<file path="config.mk">
export PLATFORM = sky130hd
export DESIGN_NAME = histo_readout_seq
export DESIGN_NICKNAME = d
export VERILOG_FILES = /design/src/rtl/histo_readout_seq.sv
export SDC_FILE = /design/constraint.sdc
export NUM_CORES = 1
export LEC_CHECK = 0
export BUFFER_PORTS_ARGS = -buffer_cell sky130_fd_sc_hd__buf_2
export CELL_PAD_IN_SITES_DETAIL_PLACEMENT = 1
export CELL_PAD_IN_SITES_GLOBAL_PLACEMENT = 1
export CORE_ASPECT_RATIO = 1.2
export CORE_UTILIZATION = 48
export DETAILED_ROUTE_END_ITERATION = 10
export GPL_TIMING_DRIVEN = 0
export PLACE_DENSITY = 0.95
export SYNTH_ARGS = -nofsm -noshare
export SYNTH_HDL_FRONTEND = slang
export SYNTH_SLANG_ARGS = --single-unit
export TNS_END_PERCENT = 50
</file>
<file path="constraint.sdc">
create_clock -name clk_adc -period 11.8 [get_ports clk_adc]
set_input_delay 2.36 -clock clk_adc [delete_from_list [all_inputs] [get_ports clk_adc]]
set_output_delay 2.36 -clock clk_adc [all_outputs]
set_load 0.1 [all_outputs]
</file>
<file path="src/rtl/histo_readout_seq.sv">
// histo_readout_seq
//
// Purpose: dumps the trigger-board monitoring histograms as a byte stream.
// The sequencer steps the trigger block's channel index (histostosend) over
// all NCH channels. For each channel it waits SETTLE cycles for the
// registered histogram words to follow the index, then snapshots them. It
// then sends every word selected by the mask, MSB first, over a valid/ready
// byte port. The stream starts with a 0xA5 header byte. An optional 8-bit
// checksum byte follows the data.
//
// Optional feature macro: HISTO_READOUT_CKSUM_EN
//   defined   -> a trailing checksum byte (mod-256 sum of all data bytes)
//   undefined -> no checksum byte; the sum register is not built
//
// Ports:
//   clk_adc       in   single clock, rising edge
//   rst           in   synchronous active-high reset
//   start         in   one-cycle dump request, ignored unless idle
//   hist_mask     in   bit h selects histogram word h, sampled on start
//   histosin      in   NHIST x 32-bit words for the current index, word h at [32h+31:32h]
//   histostosend  out  channel index driven to the trigger block
//   tx_data       out  stream byte
//   tx_valid      out  tx_data valid
//   tx_ready      in   consumer accepts when tx_valid && tx_ready
//   busy          out  dump in progress
//   done          out  one-cycle pulse at end of dump

module histo_readout_seq #(
  parameter int NCH    = 16,
  parameter int NHIST  = 8,
  parameter int SETTLE = 3
) (
  input  logic                  clk_adc,
  input  logic                  rst,
  input  logic                  start,
  input  logic [7:0]            hist_mask,
  input  logic [NHIST*32-1:0]   histosin,
  output logic [7:0]            histostosend,
  output logic [7:0]            tx_data,
  output logic                  tx_valid,
  input  logic                  tx_ready,
  output logic                  busy,
  output logic                  done
);

  localparam int HW = $clog2(NHIST);

  typedef enum logic [2:0] {
    S_IDLE, S_HDR, S_SELECT, S_CAPTURE, S_SEND, S_NEXT, S_CKSUM, S_FIN
  } state_t;

  state_t          state, state_n;
  logic [7:0]      mask_r;
  logic [7:0]      ch;
  logic [3:0]      settle_cnt;
  logic [HW-1:0]   h;
  logic [1:0]      byte_idx;
  logic [31:0]     hist_buf [NHIST];
  logic [31:0]     cur_word;
  logic [7:0]      cur_byte;
  logic            first_found, next_found;
  logic [HW-1:0]   first_idx, next_idx;
  logic            last_ch;
`ifdef HISTO_READOUT_CKSUM_EN
  logic [7:0]      sum_r;
`endif

  assign last_ch = (ch == 8'(NCH - 1));

  // Lowest set mask bit (first word of a channel) and the lowest set bit
  // above the current word (next word of the same channel).
  always_comb begin
    first_found = 1'b0;
    first_idx   = '0;
    next_found  = 1'b0;
    next_idx    = '0;
    for (int i = 0; i < NHIST; i++) begin
      if (!first_found && mask_r[i]) begin
        first_found = 1'b1;
        first_idx   = HW'(i);
      end
      if (!next_found && mask_r[i] && (i > int'(h))) begin
        next_found = 1'b1;
        next_idx   = HW'(i);
      end
    end
  end

  // Byte of the current word under the byte pointer, MSB first.
  always_comb begin
    cur_word = hist_buf[h];
    case (byte_idx)
      2'd0:    cur_byte = cur_word[31:24];
      2'd1:    cur_byte = cur_word[23:16];
      2'd2:    cur_byte = cur_word[15:8];
      default: cur_byte = cur_word[7:0];
    endcase
  end

  always_ff @(posedge clk_adc) begin
    if (rst) state <= S_IDLE;
    else     state <= state_n;
  end

  // Next state and stream outputs. tx_valid/tx_data derive only from
  // registered state, so they stay put while the consumer stalls.
  always_comb begin
    state_n  = state;
    tx_valid = 1'b0;
    tx_data  = 8'h00;
    busy     = 1'b1;
    done     = 1'b0;
    case (state)
      S_IDLE: begin
        busy = 1'b0;
        if (start) state_n = S_HDR;
      end
      S_HDR: begin
        tx_valid = 1'b1;
        tx_data  = 8'hA5;
        if (tx_ready) state_n = S_SELECT;
      end
      S_SELECT: begin
        if (settle_cnt <= 4'd1) state_n = S_CAPTURE;
      end
      S_CAPTURE: begin
        state_n = first_found ? S_SEND : S_CKSUM;
      end
      S_SEND: begin
        tx_valid = 1'b1;
        tx_data  = cur_byte;
        if (tx_ready && byte_idx == 2'd3 && !next_found) state_n = S_NEXT;
      end
      S_NEXT: begin
        state_n = last_ch ? S_CKSUM : S_SELECT;
      end
      S_CKSUM: begin
`ifdef HISTO_READOUT_CKSUM_EN
        tx_valid = 1'b1;
        tx_data  = sum_r;
        if (tx_ready) state_n = S_FIN;
`else
        state_n = S_FIN;
`endif
      end
      S_FIN: begin
        busy    = 1'b0;
        done    = 1'b1;
        state_n = S_IDLE;
      end
      default: state_n = S_IDLE;
    endcase
  end

  // Sequencer datapath. histostosend is only reloaded on entry to SELECT,
  // so it keeps the last channel after a dump.
  always_ff @(posedge clk_adc) begin
    if (rst) begin
      mask_r       <= '0;
      ch           <= '0;
      settle_cnt   <= '0;
      h            <= '0;
      byte_idx     <= '0;
      histostosend <= '0;
`ifdef HISTO_READOUT_CKSUM_EN
      sum_r        <= '0;
`endif
    end else begin
      case (state)
        S_IDLE: begin
          if (start) begin
            mask_r <= hist_mask;
            ch     <= '0;
`ifdef HISTO_READOUT_CKSUM_EN
            sum_r  <= '0;
`endif
          end
        end
        S_HDR: begin
          if (tx_ready) begin
            histostosend <= ch;
            settle_cnt   <= 4'(SETTLE);
          end
        end
        S_SELECT: begin
          settle_cnt <= settle_cnt - 4'd1;
        end
        S_CAPTURE: begin
          h        <= first_idx;
          byte_idx <= '0;
        end
        S_SEND: begin
          if (tx_ready) begin
`ifdef HISTO_READOUT_CKSUM_EN
            sum_r <= sum_r + cur_byte;
`endif
            if (byte_idx == 2'd3) begin
              byte_idx <= '0;
              h        <= next_idx;
            end else begin
              byte_idx <= byte_idx + 2'd1;
            end
          end
        end
        S_NEXT: begin
          if (!last_ch) begin
            ch           <= ch + 8'd1;
            histostosend <= ch + 8'd1;
            settle_cnt   <= 4'(SETTLE);
          end
        end
        default: ;
      endcase
    end
  end

  // Snapshot of the settled histogram words for the current channel.
  always_ff @(posedge clk_adc) begin
    if (state == S_CAPTURE) begin
      for (int i = 0; i < NHIST; i++) hist_buf[i] <= histosin[32*i +: 32];
    end
  end

endmodule
</file>
==> flow_metrics.env, run 1 <==
export IMPL_ant_nets=0
export IMPL_p_per_area_nw_per_um2=157
export IMPL_grt_first_pass_wirelength_um=54200
export IMPL_synth_edf_count=256
export IMPL_setup_slack_ns=6.12
export IMPL_core_rowCount=62
export IMPL_slew_viol_final=0
export IMPL_die_area_um2=25400
export IMPL_cts_root_buf="clkbuf_16"
export IMPL_yosysWarningCount=0
export IMPL_leakage_nw=5.23
export IMPL_die_w_um=146
export IMPL_hold_ws_ns=0.509
export IMPL_finalNonFillerCells=1347
export IMPL_maxCapViolations=0
export IMPL_die_h_um=174
export IMPL_wl_per_cell_um=28.1
export IMPL_grt_max_degree=135
export IMPL_fin_crit_sh=0.481
export IMPL_area_growth_pct=23.4
export IMPL_fin_util=0.607
export IMPL_place_area_um2=13700
export IMPL_switching_share=0.240
export IMPL_htree_num_levels=1
export IMPL_pwr_share_comb=0.094
export IMPL_cts_buffer_depth=3
export IMPL_finalInstanceArea_um2=14700
export IMPL_yosysTopAreaCell="edfxtp_1"
export IMPL_coreArea_um2=24100
export IMPL_required_ns=9.44
export IMPL_initial_core_util=0.492
export IMPL_cts_tree="built"
export IMPL_layout_drive_gt1_share=0.420
export IMPL_routed_via_density=5.87
export IMPL_synth_top_area_frac=0.647
export IMPL_synth_cells=678
export IMPL_r2r_slack_ns=9.01
export IMPL_synth_area_per_cell_um2=17.5
export IMPL_syn_area_um2=11900
export IMPL_max_freq_mhz=176
export IMPL_internal_power_mw=1.74
export IMPL_seqPwrFrac=0.515
export IMPL_p_clk_frac=0.391
export IMPL_final_common_cell="buf_2"
export IMPL_setup_tns_ns=0
export IMPL_synth_seq_cells=295
export IMPL_slew_headroom=0.414
export IMPL_clk_insertion_delay_late_ns=0.55
export IMPL_crit_path_end_kind="primary output"
export IMPL_track_usage=0.297
export IMPL_hold_viol=0
export IMPL_p_total_mw=2.30
export IMPL_cp_start_kind="flip-flop"
export IMPL_place_inst=1284
export IMPL_drc=0
export IMPL_fin_worst_skew_ns=0.00966
export IMPL_drt_wl_total_um=37900
export IMPL_dpl_hpwl_um=25900
export IMPL_setup_viol=0
export IMPL_cp_data_arrival_time_ns=3.32
export IMPL_antenna_found_initial=10
export IMPL_post_cts_resized=0
export IMPL_numCtsBuffers=29
export IMPL_place_ws_ns=6.70
export IMPL_critPathMaxFanout=10
export IMPL_critPathKind="flip-flop to primary output"
export IMPL_cts_setup_buffers=0
export IMPL_postSynth_asyncResetShare=0
export IMPL_cts_num_sinks=295
export IMPL_rsz0062_at_grt="no"
export IMPL_num_vias=7912
export IMPL_mostFrequentLayoutCells="buf_2 (299), edfxtp_1 (256), mux4_2 (54)"
export IMPL_worstHoldPathType="flip-flop to flip-flop"
export IMPL_yosys_most_used_dff="edfxtp_1"
export IMPL_gp_congestion=0.824
export IMPL_portBuffers=285
export IMPL_syn_nets=954
export IMPL_ir_worst_vdd_uv=164
export IMPL_ys_types=54
export IMPL_dr_pass1_iters=6
export IMPL_worst_slew_pin_slew_ns=0.876
export IMPL_clkTransAtPathRegs_ns=0.06
export IMPL_drtIter0Drc=730
export IMPL_nNetsFinal=1271
export IMPL_synth_area_leaders="edfxtp_1 (65%), mux4_2 (10%), dfxtp_1 (6.6%)"
export IMPL_fin_crit_ns=5.68
export IMPL_ys_seq_area_frac=0.713
export IMPL_status="complete, no violations"
export IMPL_p_sw_mw=0.552
export IMPL_first_global_vias=8816
export IMPL_hold_buffers=0
export IMPL_globalRouteOverflowTotal=0
export IMPL_pin_count=287
kinds of logic (layout without fill, tap and decap cells):
| logic type | count (synthesis) | count (layout) | share of synthesized area |
|---|---|---|---|
| AOI/OAI and AO/OA | 95 | 95 | 0.0562 |
| xor gates and xnor gates | 6 | 6 | 0.00443 |
| adders and majority gates | 8 | 8 | 0.00843 |
| buffers and inverters | 55 | 394 | 0.0242 |
| DFF | 295 | 295 | 0.713 |
| muxes | 82 | 82 | 0.137 |
| other | 0 | 10 | 0 |
| and+or+nand+nor | 137 | 137 | 0.0565 |
area by class of cell:
cell class | instances | area, µm²
fillers | 2270 | 9470
clock inverters | 11 | 78.8
diodes | 10 | 25.0
inverters | 14 | 60.1
well taps | 320 | 400
multi-input cells | 328 | 3120
plain buffers | 41 | 235
repair buffers | 286 | 1450
clock buffers | 42 | 815
flip-flops and latches | 295 | 8470
power groups by stage:
stage	combinational (mW)	sequential, mW	clock, mW
after detailed placement	0.210	1.20	0
after global routing	0.226	1.18	0.937
after CTS	0.214	1.18	0.899
after global placement	0.198	1.21	0
after floorplan	0.105	1.22	0
final	0.215	1.18	0.897
metal layers:
| layer | track usage | wire [µm] | vias up | part of all wire |
|---|---|---|---|---|
| li1 | - | - | 3379 | - |
| met5 | 0 | 0 | - | 0 |
| met1 | 0.316 | 12800 | 3960 | 0.34 |
| met2 | 0.542 | 20400 | 471 | 0.54 |
| met4 | 0.154 | 1740 | 0 | 0.046 |
| met3 | 0.0740 | 2980 | 102 | 0.079 |
cell usage after synthesis (13+ instances only):
cell type / count
nor2_1: 28
o21ai_0: 14
dfxtp_1: 39
nand2_1: 41
buf_2: 14
clkbuf_1: 16
nand3_1: 18
a21oi_1: 26
mux2_2: 14
inv_1: 13
edfxtp_1: 256
mux4_2: 54
state kept, by name (all words and copies together), names as in the netlist, named ones only:
signal        flops
byte_idx          2
ch                8
h                 3
hist_buf        256
histostosend      8
mask_r            8
settle_cnt        4
state             3
critical path, cell delays in order, from the launching register on:
cell	delay, ns
dfxtp_1	0.31
buf_2	0.27
buf_2	0.38
buf_2	0.40
mux4_2	0.46
a221oi_2	0.43
a41oi_1	0.18
buf_2	0.34
path summary, 6_finish.rpt:
kind                                                   to  depth (start not counted)                   start
worst min-delay path               mask_r[0]$_SDFFE_PP0P_                          2  mask_r[0]$_SDFFE_PP0P_
worst max register to register  hist_buf[4][22]$_DFFE_PP_                          4   state[0]$_SDFFE_PP0P_
worst min register to register     mask_r[0]$_SDFFE_PP0P_                          2  mask_r[0]$_SDFFE_PP0P_
worst max-delay path                           tx_data[5]                          7               flip-flop
Note: power is estimated with default switching activity, not from simulation.
==> run 2, diff against run 1 <==
- CORE_UTILIZATION: 48 -> 44
- PLACE_DENSITY: 0.95 -> 0.89
- clock period: 11.8 -> 5.4 ns (I/O delays scaled with it)
==> run 2 against run 1 <==
Effect of this change: the run now ends with design-rule violations left; power is 130% higher; cell area is 1.6% higher; die area is 9.0% higher; wire length is 5.1% lower; first-iteration DRC count is 25% lower; critical endpoint is now tx_data[4].
==> flow_metrics.env, run 2 (same netlist as run 1, synthesis figures left out) <==
export IMPL_setup_viol=0
export IMPL_routed_via_density=5.65
export IMPL_cpPeakStageDelay_ns=0.50
export IMPL_cp_start_kind="flip-flop"
export IMPL_track_usage=0.254
export IMPL_slew_headroom=0.337
export IMPL_violations="design-rule violations"
export IMPL_mostFrequentLayoutCells="buf_2 (299), edfxtp_1 (256), mux4_2 (54)"
export IMPL_regArea_um2=8470
export IMPL_crit_path_end_kind="primary output"
export IMPL_cpMaxStageDelayCell="buf_2"
export IMPL_worstHoldPathType="flip-flop to flip-flop"
export IMPL_hold_ws_ns=0.495
export IMPL_ir_worst_vdd_uv=308
export IMPL_cts_setup_buffers=0
export IMPL_core_rowCount=65
export IMPL_critPathMaxFanout=9
export IMPL_final_common_cell="buf_2"
export IMPL_max_freq_mhz=226
export IMPL_fin_crit_ns=4.43
export IMPL_portBuffers=285
export IMPL_multi_input_area_um2=3120
export IMPL_crit_buf_inv=3
export IMPL_first_global_vias=8700
export IMPL_die_w_um=152
export IMPL_maxCapViolations=0
export IMPL_area_growth_pct=25.4
export IMPL_clkTransAtPathRegs_ns=0.07
export IMPL_status="complete, but fails checks"
export IMPL_fin_crit_sh=0.820
export IMPL_coreArea_um2=26400
export IMPL_largest_register="hist_buf"
export IMPL_ant_nets=0
export IMPL_place_inst=1304
export IMPL_dpl_hpwl_um=25800
export IMPL_die_area_um2=27600
export IMPL_hold_buffers=0
export IMPL_htree_num_levels=1
export IMPL_wl_per_cell_um=26.2
export IMPL_hold_viol=0
export IMPL_num_vias=7753
export IMPL_drc=21
export IMPL_grt_max_degree=49
export IMPL_crit_family="buffers and inverters"
export IMPL_cp_depth=8
export IMPL_drt_wl_total_um=36000
export IMPL_nNetsFinal=1276
export IMPL_required_ns=4.32
export IMPL_rsz0062_at_grt="no"
export IMPL_dr_pass1_iters=9
export IMPL_numCtsBuffers=29
export IMPL_cp_data_arrival_time_ns=3.35
export IMPL_die_h_um=182
export IMPL_critPathKind="flip-flop to primary output"
export IMPL_whs_path_depth=2
export IMPL_slew_viol_final=0
export IMPL_pin_count=287
export IMPL_antenna_found_initial=17
export IMPL_cts_buffer_depth=3
export IMPL_cts_tree="built"
export IMPL_grt_first_pass_wirelength_um=51300
export IMPL_finalNonFillerCells=1372
export IMPL_worst_slew_pin_slew_ns=0.993
export IMPL_cts_num_sinks=295
export IMPL_initial_core_util=0.449
export IMPL_post_cts_resized=0
export IMPL_leakage_nw=5.31
export IMPL_drtIter0Drc=547
export IMPL_p_per_area_nw_per_um2=352
export IMPL_path_cells="ha_1 > clkbuf_1 > nor2b_1 > buf_1 > a21oi_1 > a32o_1 > nor2_1 > buf_2"
export IMPL_gp_congestion=0.834
export IMPL_globalRouteOverflowTotal=0
export IMPL_reg2reg_depth=6
export IMPL_largest_reg_flops=256
export IMPL_layout_drive_gt1_share=0.425
export IMPL_fin_worst_skew_ns=0.0148
export IMPL_cts_root_buf="clkbuf_16"
export IMPL_fillerInstances=2518
export IMPL_clk_insertion_delay_late_ns=0.54
## run 2: cell count changes in the layout (fill, tap and decap cells not counted), sizes merged
cell      change
clkbuf       -10
bufinv        +6
buf           +5
diode         +5
clkinv        +4
clkinvlp      +1
inv           -1
## run 2: per-stage QoR
step	TNS (ns)	cell area (µm²)	util	power [mW]	worst slack [ns]
3_5_place_dp	0	13800	0.524	3.09	1.62
3_3_place_gp	-247.68	13700	0.519	3.07	-0.979
2_1_floorplan	0	11900	-	2.90	0.423
5_1_grt	0	14900	0.563	5.38	0.788
6_report	0	14900	0.563	5.24	0.973
4_1_cts	0	14900	0.562	5.25	0.993
## run 2: path summary, 6_finish.rpt
kind,startpoint,end,slack (ns)
worst max-delay path,byte_idx[0]$_SDFFE_PP0P_,tx_data[4],0.97
worst min-delay path,histostosend[2]$_SDFFE_PP0P_,histostosend[2]$_SDFFE_PP0P_,0.49
worst max register to register,state[1]$_SDFFE_PP0P_,hist_buf[4][4]$_DFFE_PP_,2.50
worst min register to register,histostosend[2]$_SDFFE_PP0P_,histostosend[2]$_SDFFE_PP0P_,0.49
## run 2: tightest hold or removal path: cells and delay by family, from the launching register on
family	cells	cell delay (ns)
flops	1	0.31
compound gates	1	0.05
simple gates	1	0.09
## run 2: power breakdown
part	leakage [nW]	internal, mW	switching [mW]
Sequential	2.63	2.55	0.0313
Clock	0.497	1.31	0.882
Combinational	2.19	0.172	0.294
Total	5.31	4.04	1.21
## run 2: final cells by class
| class | count | share of cell area |
|---|---|---|
| inverter | 14 | 0.00378 |
| antenna | 15 | 0.00252 |
| clock inverter | 21 | 0.0184 |
| buffer | 41 | 0.0158 |
| timing repair buffer | 291 | 0.104 |
| clock buffer | 32 | 0.0495 |
| tap | 335 | 0.0281 |
| multi-input combinational | 328 | 0.209 |
| sequential | 295 | 0.569 |
## run 2: layer usage
layer / track usage / share of wire / vias up
li1: - / - / 3385
met1: 0.273 / 0.35 / 3891
met2: 0.468 / 0.54 / 391
met3: 0.0554 / 0.070 / 82
met4: 0.133 / 0.039 / 4
met5: 0 / 0.00069 / -
